$ cat config.mk
export PLATFORM = sky130hd
export DESIGN_NAME = mult_sequencer
export DESIGN_NICKNAME = d
export VERILOG_FILES = /design/src/rtl/mult_pkg.sv /design/src/rtl/mult_step.sv /design/src/rtl/mult_sequencer.sv
export SDC_FILE = /design/constraint.sdc
export NUM_CORES = 1
export LEC_CHECK = 0
export ABC_AREA = 1
export BUFFER_PORTS_ARGS = -buffer_cell sky130_fd_sc_hd__buf_2
export CAP_MARGIN = 25
export CORE_MARGIN = 2
export CORE_UTILIZATION = 50
export CTS_CLUSTER_SIZE = 16
export DETAILED_ROUTE_END_ITERATION = 16
export PLACE_DENSITY = 0.82
export SLEW_MARGIN = 20
export SYNTH_ARGS = -nofsm -noshare
export SYNTH_HDL_FRONTEND = slang
export SYNTH_HIERARCHICAL = 1
export SYNTH_SLANG_ARGS = --single-unit
$ cat constraint.sdc
create_clock -name clk -period 10.3 [get_ports clk]
set_clock_uncertainty 0.1 [all_clocks]
set_input_delay 1.545 -clock clk [delete_from_list [all_inputs] [get_ports clk]]
set_output_delay 1.545 -clock clk [all_outputs]
set_load 0.02 [all_outputs]
$ cat src/rtl/mult_pkg.sv
// mult_pkg: shared FSM state encoding and default operand width for the
// sequential shift-add multiplier.
package mult_pkg;
    typedef enum logic [1:0] {IDLE, RUN, DONE} state_t;
    localparam int DEF_WIDTH = 32;
endpackage

$ cat src/rtl/mult_step.sv
// mult_step: one combinational shift-add iteration of the multiplier.
// The add keeps its carry so the shifted product never loses the top bit.
module mult_step import mult_pkg::*; #(
    parameter int WIDTH = DEF_WIDTH
) (
    input  logic [2*WIDTH-1:0] i_prod,
    input  logic [WIDTH-1:0]   i_mcand,
    output logic [2*WIDTH-1:0] o_prod
);
    logic [WIDTH:0] w_sum;
    assign w_sum  = {1'b0, i_prod[2*WIDTH-1:WIDTH]} + (i_prod[0] ? {1'b0, i_mcand} : '0);
    assign o_prod = {w_sum, i_prod[WIDTH-1:1]};
endmodule

$ cat src/rtl/mult_sequencer.sv
// mult_sequencer: unsigned WIDTH x WIDTH sequential multiplier, one step per RUN cycle.
// Define MULT_SEQ_EARLY_TERM_EN to finish as soon as the remaining multiplier bits are zero.
module mult_sequencer import mult_pkg::*; #(
    parameter int WIDTH = DEF_WIDTH
) (
    input  logic             clk,
    input  logic             reset,
    input  logic             start,
    input  logic [WIDTH-1:0] op_a,
    input  logic [WIDTH-1:0] op_b,
    output logic             busy,
    output logic             done,
    output logic [WIDTH-1:0] hi,
    output logic [WIDTH-1:0] lo
);
    localparam int CW = $clog2(WIDTH) + 1;

    state_t             r_state, w_state_nxt;
    logic [2*WIDTH-1:0] r_prod, w_step, w_fin;
    logic [WIDTH-1:0]   r_mcand, r_hi, r_lo;
    logic [CW-1:0]      r_cnt;
    logic               w_last;

    mult_step #(.WIDTH(WIDTH)) u_step (
        .i_prod (r_prod),
        .i_mcand(r_mcand),
        .o_prod (w_step)
    );

`ifdef MULT_SEQ_EARLY_TERM_EN
    // Low bits still to be consumed after this step; if all zero, shift the rest out now.
    logic [WIDTH-1:0] w_mask;
    assign w_mask = {WIDTH{1'b1}} >> (r_cnt + 1'b1);
    assign w_last = (w_step[WIDTH-1:0] & w_mask) == '0;
    assign w_fin  = w_step >> (CW'(WIDTH - 1) - r_cnt);
`else
    assign w_last = r_cnt == CW'(WIDTH - 1);
    assign w_fin  = w_step;
`endif

    always_ff @(posedge clk or posedge reset) begin
        if (reset) r_state <= IDLE;
        else       r_state <= w_state_nxt;
    end

    always_comb begin
        w_state_nxt = r_state;
        w_state_nxt = (r_state == IDLE) ? (start ? RUN : IDLE) :
                      (r_state == RUN)  ? (w_last ? DONE : RUN) : IDLE;
    end

    always_ff @(posedge clk or posedge reset) begin
        if (reset) begin
            r_prod  <= '0;
            r_mcand <= '0;
            r_cnt   <= '0;
            r_hi    <= '0;
            r_lo    <= '0;
        end else if (r_state == IDLE && start) begin
            r_prod  <= {{WIDTH{1'b0}}, op_b};
            r_mcand <= op_a;
            r_cnt   <= '0;
        end else if (r_state == RUN) begin
            r_prod <= w_last ? w_fin : w_step;
            r_cnt  <= r_cnt + 1'b1;
            if (w_last) {r_hi, r_lo} <= w_fin;
        end
    end

    assign busy = r_state != IDLE;
    assign done = r_state == DONE;
    assign hi   = r_hi;
    assign lo   = r_lo;
endmodule

## Word level (Yosys, flattened, before mapping)

Index checks and enable logic that the tools add are counted.

- Bits of input ports: 67
- Word-level logic and storage cells: 26
- Register bits after elaboration: 168
- Output and inout bits: 66

- Eq/ne operators: 3
- Reduce and logical (&&, ||, !) cells: 5
- Mux-type cells: 9
- Add/subtract/negate cells: 2
- Bitwise operators: 1

Operators by type and width:

| operator | number |
|---|---|
| 64-bit 2-to-1 mux | 2 |
| 32-bit by 33-bit adder with 33-bit output | 1 |
| 32-bit 2-to-1 mux | 1 |
| 6-bit 2-to-1 mux | 2 |
| 6-bit by 1-bit adder with 6-bit output (second input constant) | 1 |
| 6-bit by 5-bit equality test with 1-bit output (second input constant) | 1 |
| 2-bit 2-to-1 mux | 3 |
| 2-bit nonzero test | 2 |
| 3-bit AND reduction | 1 |
| 2-bit by 1-bit equality test with 1-bit output (second input constant) | 1 |
| 2-bit equality test (second input constant) | 1 |
| 2-bit logical NOT | 1 |
| 1-bit logical AND | 1 |
| 1-bit 2-to-1 mux | 1 |
| 1-bit NOT | 1 |

## Depth between registers and ports, before layout

Gate-level depths: netlist of run 1.

- Depth after elaboration: 4
- Gate-level depth with buffers: 16
- Mapped depth without buffers: 16

## By module

Netlist of run 1, hierarchy kept.

By module, submodules not included:

| module | area an instance (µm²) | seq. area each (µm²) | cells an instance | instances |
|---|---|---|---|---|
| mult_sequencer | 6,729.0 | 4,204.0 | 775 | 1 |
| mult_step | 2,907.8 | 0.0 | 599 | 1 |

## Least setup slack after synthesis of run 1

No wires, ideal clock.

- Kind: register to output
- Start point: register r_state[1]
- End point: output port done
- Stages on the path, launching flop included: 3
- Arrival time: 0.727 ns
- Buffers on the path: 0
- Slack: 7.928 ns
- Data required time: 8.655 ns
- Cell sequence: dfrtp_1 -> inv_1 -> nor2_1

- Word-level cells in the longest chain between the ends: 1

RTL lines:

| what | RTL line | RTL |
|---|---|---|
| start: declaration | mult_sequencer.sv:18 | `state_t r_state, w_state_nxt;` |
| start signal: assignment | mult_sequencer.sv:43 | `else r_state <= w_state_nxt;` |
| 2-bit equality test | mult_sequencer.sv:71 | `assign done = r_state == DONE;` |
| end: declaration | mult_sequencer.sv:12 | `output logic done,` |

No other way between the ends.

## Worst setup path in the final report of run 1

- Start point: input port start
- End point: register r_prod[4]

- Word-level cells in the longest chain between the ends: 2
- Elaborated cells on any way between the ends: 3
- Classes of those cells: mux (1); reduce/logical (2)

RTL lines:

| what | RTL line | RTL |
|---|---|---|
| start: declaration | mult_sequencer.sv:8 | `input logic start,` |
| 1-bit logical AND * | mult_sequencer.sv:59 | `end else if (r_state == IDLE && start) begin` |
| 64-bit 2-to-1 mux / 2-bit nonzero test (equally long branches) | n/a |  |
| end signal: assignment | mult_sequencer.sv:60 | `r_prod <= {{WIDTH{1'b0}}, op_b};` |
| end signal: assignment | mult_sequencer.sv:64 | `r_prod <= w_last ? w_fin : w_step;` |
| end: declaration | mult_sequencer.sv:19 | `logic [2*WIDTH-1:0] r_prod, w_step, w_fin;` |

Every way passes the cells marked *; elsewhere a longest branch is shown, timed or not.
A chain may end at the register's enable or synchronous reset.

==> results of run 1 <==
[cell usage in the layout (no fill, tap or decap), types with 15 or more instances in the layout]
cell | synthesis | final
nand3_1 | 122 | 122
nor2_1 | 40 | 40
nand2_1 | 688 | 687
dfrtp_1 | 168 | 168
xor2_1 | 15 | 15
inv_1 | 158 | 157
ha_1 | 33 | 33
a21oi_1 | 21 | 21
clkbuf_16 | 0 | 17
nand2_2 | 15 | 16
buf_2 | 20 | 132
[metal layers]
metal	vias to the layer above	global-route usage	routed length, um
li1	4294	-	-
met1	3877	0.317	10700
met2	193	0.402	11200
met3	40	0.0463	857
met4	0	0.0735	456
met5	-	0	0
[tightest hold or removal path: stages (launching register included)]
cell and delay, ns:
dfrtp_1 0.34, nand2_1 0.05, nand2_1 0.04
[final cells by class]
cell class | instances | area [sq um]
fillers | 1780 | 8000
repair buffers | 140 | 753
flip-flops and latches | 168 | 4200
well taps | 260 | 325
clock inverters | 14 | 153
clock buffers | 18 | 439
inverters | 161 | 609
multi-input cells | 967 | 4350
[worst max path at each step]
stage | depth (start not counted) | start | slack (ns) | endpoint
after CTS | 6 | start | 7.33 | r_prod[4]
after global routing | 3 | reset | 7.19 | r_prod[53]
after detailed placement | 6 | start | 6.87 | r_prod[3]
after floorplan | 1 | reset | 4.11 | hi[0]
final | 6 | start | 7.33 | r_prod[4]
after global placement | 5 | start | 6.76 | r_mcand[22]
[cell usage after synthesis]
cell / count / area, sq um
a21o_1: 1 / 7.51
clkbuf_1: 14 / 52.6
o21ai_0: 4 / 20.0
nor2_1: 40 / 150
nor3_2: 1 / 10.0
a21oi_1: 21 / 105
nor2_2: 5 / 31.3
nor2_4: 1 / 11.3
nand3b_1: 1 / 7.51
xor2_1: 15 / 131
nor3_1: 5 / 25.0
buf_4: 39 / 293
nand2_2: 15 / 93.8
nand3_2: 5 / 50.1
inv_1: 158 / 593
nand3_1: 122 / 611
nor3b_1: 1 / 7.51
buf_6: 5 / 56.3
o21bai_1: 1 / 7.51
nor4_1: 1 / 6.26
o21ai_1: 1 / 5.00
inv_2: 3 / 11.3
ha_1: 33 / 413
buf_2: 20 / 100
nand2_1: 688 / 2580
fa_1: 1 / 20.0
nand4_1: 5 / 31.3
dfrtp_1: 168 / 4200
[power by group]
group | switching, mW | internal, mW
Clock | 0.306 | 0.331
Sequential | 0.199 | 0.977
Combinational | 1.07 | 0.522
Total | 1.58 | 1.83
[registers in the layout (all words and copies together) (netlist names)]
name / flops
r_cnt: 6
r_prod: 64
lo: 32
hi: 32
r_state: 2
r_mcand: 32
[kinds of logic after synthesis]
group	count (synthesis)	share of synthesized area
AO/OA/AOI/OAI	28	0.0151
flip-flops	168	0.436
adder cells (fa/ha/maj)	34	0.0449
buffers and inverters	239	0.115
XOR/XNOR	15	0.0136
AND/OR/NAND/NOR	890	0.375
[metrics by stage]
step	utilization	setup WS [ns]	cells	area, sq um
global placement	0.541	6.76	1694	10200
floorplan	-	4.11	1374	9640
finish	0.575	7.33	1728	10800
detailed placement	0.544	6.87	1696	10200
global route	0.575	7.19	1728	10800
CTS	0.575	7.33	1728	10800
==> reports/qor.yml, run 1 <==
flow_run:
  maxCapViolCount: 0
routing:
  routed_via_density: 4.86
  drt_wl_total_mm: 23.3
  drt_first_pass_iters: 5
  vias: 8404
  ant_nets: 0
  drtIter0Drc: 702
  drc: 0
  routedWlPerCell_um: 13.5
setup_path:
  rr_worst_depth: 13
  worstSetupPathType: "input port to register"
  path_cells: "buf_2 -> nand2_2 -> inv_2 -> buf_12 -> nand2_1 -> nand3_1"
  r2r_end: "hi[27]"
  cp.required_ns: 10.52
  worstReg2RegStart: "r_prod[0]"
  max_stage_delay_ns: 0.58
  critPathLaunchType: "input port"
  crit_buf_inv: 3
  worst_ep_arrival_time_ns: 3.19
  end_kind: "register"
  cp_top_family: "buffers and inverters"
  ff2ff_setup_slack_ns: 7.57
  cpMaxStageDelayCell: "nand2_2"
  cp_max_fo: 37
power_and_ir_drop:
  p_leak_nw: 6.37
  vdd_ir_drop_max_uv: 158
  fin_total_pwr_mw: 3.41
  powerDensity_nw_per_um2: 315
grt:
  antenna_found_initial: 0
  grt_max_degree: 101
  grt_use_total: 0.240
  grt_pass1_vias: 8252
  grt_pass1_wl_mm: 39.1
  grt-ovfl-total: 0
sta:
  final.period_utilization: 0.289
  setup_viol: 0
  slew_viol_final: 0
  finalSetupTns_ns: 0
  period_needed_ns: 2.97
  slew_headroom: 0.421
  holdWs_ns: 0.365
  tightest_slew_ns: 0.868
  rsz0062_at_grt: "false"
  timing.final.hold_violations: 0
  clock.fmax_mhz: 336
cts:
  cts.path.max_buffers: 2
  numCtsBuffers: 17
  cts_tree: "done"
  clock-sinks: 168
  clockRootBuffer: "clkbuf_16"
  hold_buffers: 0
  insertion_delay_ns: 0.44
  htreeDepth: 4
  cts_resized: 0
  cts_post_setup_buffers_inserted: 0
  clk_pin_slew_ns: 0.07
placement:
  dp_hpwl_mm: 16.8
  gp_congestion: 0.906
  io_buffers: 132
final_layout:
  layout-drive-gt1-share: 0.140
  area_growth_pct: 12.4
  finalNetCount: 1556
  diodes: 0
synth:
  ys_types: 28
  ys.warnings.count: 6
  synth-seq-area-share: 0.436
  postSynthAreaPerCell_sq_um: 7.01
  synth_seq_cells: 168
  syn-cell-area_sq_um: 9640
  synth_cells: 1374
  synth_nets: 1475
worst_hold_path:
  hold_class: "register to register"
  min_from: "hi[12]"
  holdPathStages: 2
  min_to: "hi[12]"
floorplan:
  die-area_sq_um: 20400
  die_y_um: 143
  ios: 133
  core_area_sq_um: 18800
  num_rows: 50
  initial_core_util: 0.512
  die_w_um: 143
run_status:
  outcome: "complete, no violations"
No activity file was read; power rests on OpenSTA's default activity.
==> run 2: changes to the inputs <==
- PLACE_DENSITY: 0.82 -> 0.85
- clock period: 10.3 -> 2.4 ns (I/O delays scaled with it)
==> run 2 against run 1 <==
- the run now ends with negative setup slack left
- critical path depth is 8 higher
- setup slack worse by 7.4 ns
- clock power increased to 4.7 times the previous value
- sequential power rose to 4.4 times the previous value
- cell area grew 8.4%
==> reports/qor.yml, run 2 (synthesized netlist as in run 1, its figures left out) <==
grt:
  grt_pass1_wl_mm: 41.3
  grt_pass1_vias: 8603
  grt-ovfl-total: 0
  grt_use_total: 0.255
  antenna_found_initial: 0
  grt_max_degree: 92
cts:
  cts.path.max_buffers: 2
  numCtsBuffers: 17
  insertion_delay_ns: 0.44
  clock-sinks: 168
  htreeDepth: 4
  clockRootBuffer: "clkbuf_16"
  cts_tree: "done"
  clk_pin_slew_ns: 0.07
power_and_ir_drop:
  powerDensity_nw_per_um2: 1400
  fin_total_pwr_mw: 16.5
  p_leak_nw: 6.54
  vdd_ir_drop_max_uv: 973
final_layout:
  diodes: 0
  fillers: 1602
  area_growth_pct: 21.8
  multi_input_area_sq_um: 4980
  seqCellArea_sq_um: 4210
  top_register: "r_prod"
  finalNetCount: 1578
  final_core_util: 0.623
  layout-drive-gt1-share: 0.226
  largest_reg_flops: 64
  final_cell_mix: "652 x nand2_1, 167 x dfrtp_1, 151 x inv_1"
  layout_commonest_cell: "nand2_1"
sta:
  timing.final.hold_violations: 0
  slew_viol_final: 0
  final.period_utilization: 1.03
  setup_viol: 1
  period_needed_ns: 2.47
  rsz0062_at_grt: "true"
  slew_headroom: 0.508
  fin_ws_ns: -0.0660
  clock.fmax_mhz: 406
  tightest_slew_ns: 0.738
  holdWs_ns: 0.0221
routing:
  vias: 9077
  routed_via_density: 5.19
  routedWlPerCell_um: 15.2
  drt_first_pass_iters: 6
  drc: 0
  drtIter0Drc: 807
  drt_wl_total_mm: 26.6
  ant_nets: 0
setup_path:
  worstReg2RegStart: "r_prod[0]"
  critPathLaunchType: "register"
  worst_ep_arrival_time_ns: 2.73
  cpMaxStageDelayCell: "dfrtp_2"
  path_cells: "buf_12 -> nand2_1 -> inv_1 -> ha_4 -> nand2_2 -> inv_1 -> nand2_2 -> nor3_2 -> nand2_1 -> nand2_2 -> xor2_2 -> buf_4 -> nand3_1 -> nand2_1"
  r2r_end: "hi[12]"
  cp_max_fo: 23
  cp.required_ns: 2.67
  max_stage_delay_ns: 0.45
  ff2ff_setup_slack_ns: -0.07
  rr_worst_depth: 14
  worstSetupPathType: "register to register"
  end_kind: "register"
worst_hold_path:
  min_to: "r_mcand[22]"
  hold_class: "input port to register"
  holdPathStages: 3
  min_from: "op_a[22]"
floorplan:
  initial_core_util: 0.512
  die_y_um: 143
  num_rows: 50
  ios: 133
  die_w_um: 143
  die-area_sq_um: 20400
  core_area_sq_um: 18800
placement:
  gp_congestion: 1.01
  dp_hpwl_mm: 17.9
  io_buffers: 132
flow_run:
  maxCapViolCount: 0
run_status:
  outcome: "finished, violations left"
  violations: "negative setup slack"
[run 2: cell types whose count changed in the layout (fill, tap and decap cells not counted), sizes merged]
cell and change:
bufinv +2, clkbuf -1, dlygate4sd3 +1, inv -2, clkinvlp +1, buf +21
[run 2: what timing repair did]
| item | in CTS | in global routing |
|---|---|---|
| resized for setup | 12 | 130 |
| hold buffers | 1 | 0 |
| hold endpoints to repair | 53 | 0 |
| endpoints found under the setup margin | 16 | 49 |
| pin swaps | 0 | 15 |
| cloned | 0 | 1 |
| setup buffers | 0 | 5 |
[run 2: report_power, final]
group	internal, mW	leakage [nW]	switching [mW]
clock	1.62	0.312	1.35
sequential	4.19	1.95	1.04
combinational	3.01	4.28	5.26
total	8.82	6.54	7.64
[run 2: critical path, delay by kind of cell, from the launching register on]
family                     cells  cell delay, ns
and+or+nand+nor                8            0.80
buffers and inverters          4            0.49
xor gates and xnor gates       1            0.23
DFF                            1            0.45
adders and majority gates      1            0.32
[run 2: how the worst max path moves through the flow]
stage                         start      to
after floorplan               reset   hi[0]
after global placement    r_prod[0]  hi[12]
after detailed placement  r_prod[0]  hi[12]
after CTS                 r_prod[0]  hi[20]
after global routing      r_prod[0]  hi[12]
final                     r_prod[0]  hi[12]
[run 2: area by class of cell]
| type | instances | share of cell area |
|---|---|---|
| multi-input cells | 967 | 0.425 |
| inverters | 161 | 0.0518 |
| flip-flops and latches | 168 | 0.358 |
| clock buffers | 17 | 0.0362 |
| well taps | 260 | 0.0277 |
| repair buffers | 162 | 0.0824 |
| clock inverters | 15 | 0.0190 |
[run 2: per-layer routing]
metal / global-route usage / vias up / share of wire
met2: 0.438 / 391 / 0.50
met5: 0 / - / 0
met3: 0.0423 / 62 / 0.066
met4: 0.0896 / 0 / 0.027
met1: 0.328 / 4281 / 0.40
li1: - / 4343 / -
[run 2: metrics by stage]
| step | setup WS [ns] | TNS, ns | instance area (sq um) | std cells |
|---|---|---|---|---|
| after detailed placement | -0.133 | -0.465 | 10400 | 1711 |
| final | -0.0660 | -0.0660 | 11700 | 1750 |
| after CTS | 0.00569 | 0 | 11100 | 1744 |
| after global placement | -0.0968 | -0.196 | 10400 | 1711 |
| after floorplan | -0.201 | -33.72 | 9640 | 1374 |
| after global routing | -0.156 | -1.47 | 11700 | 1750 |
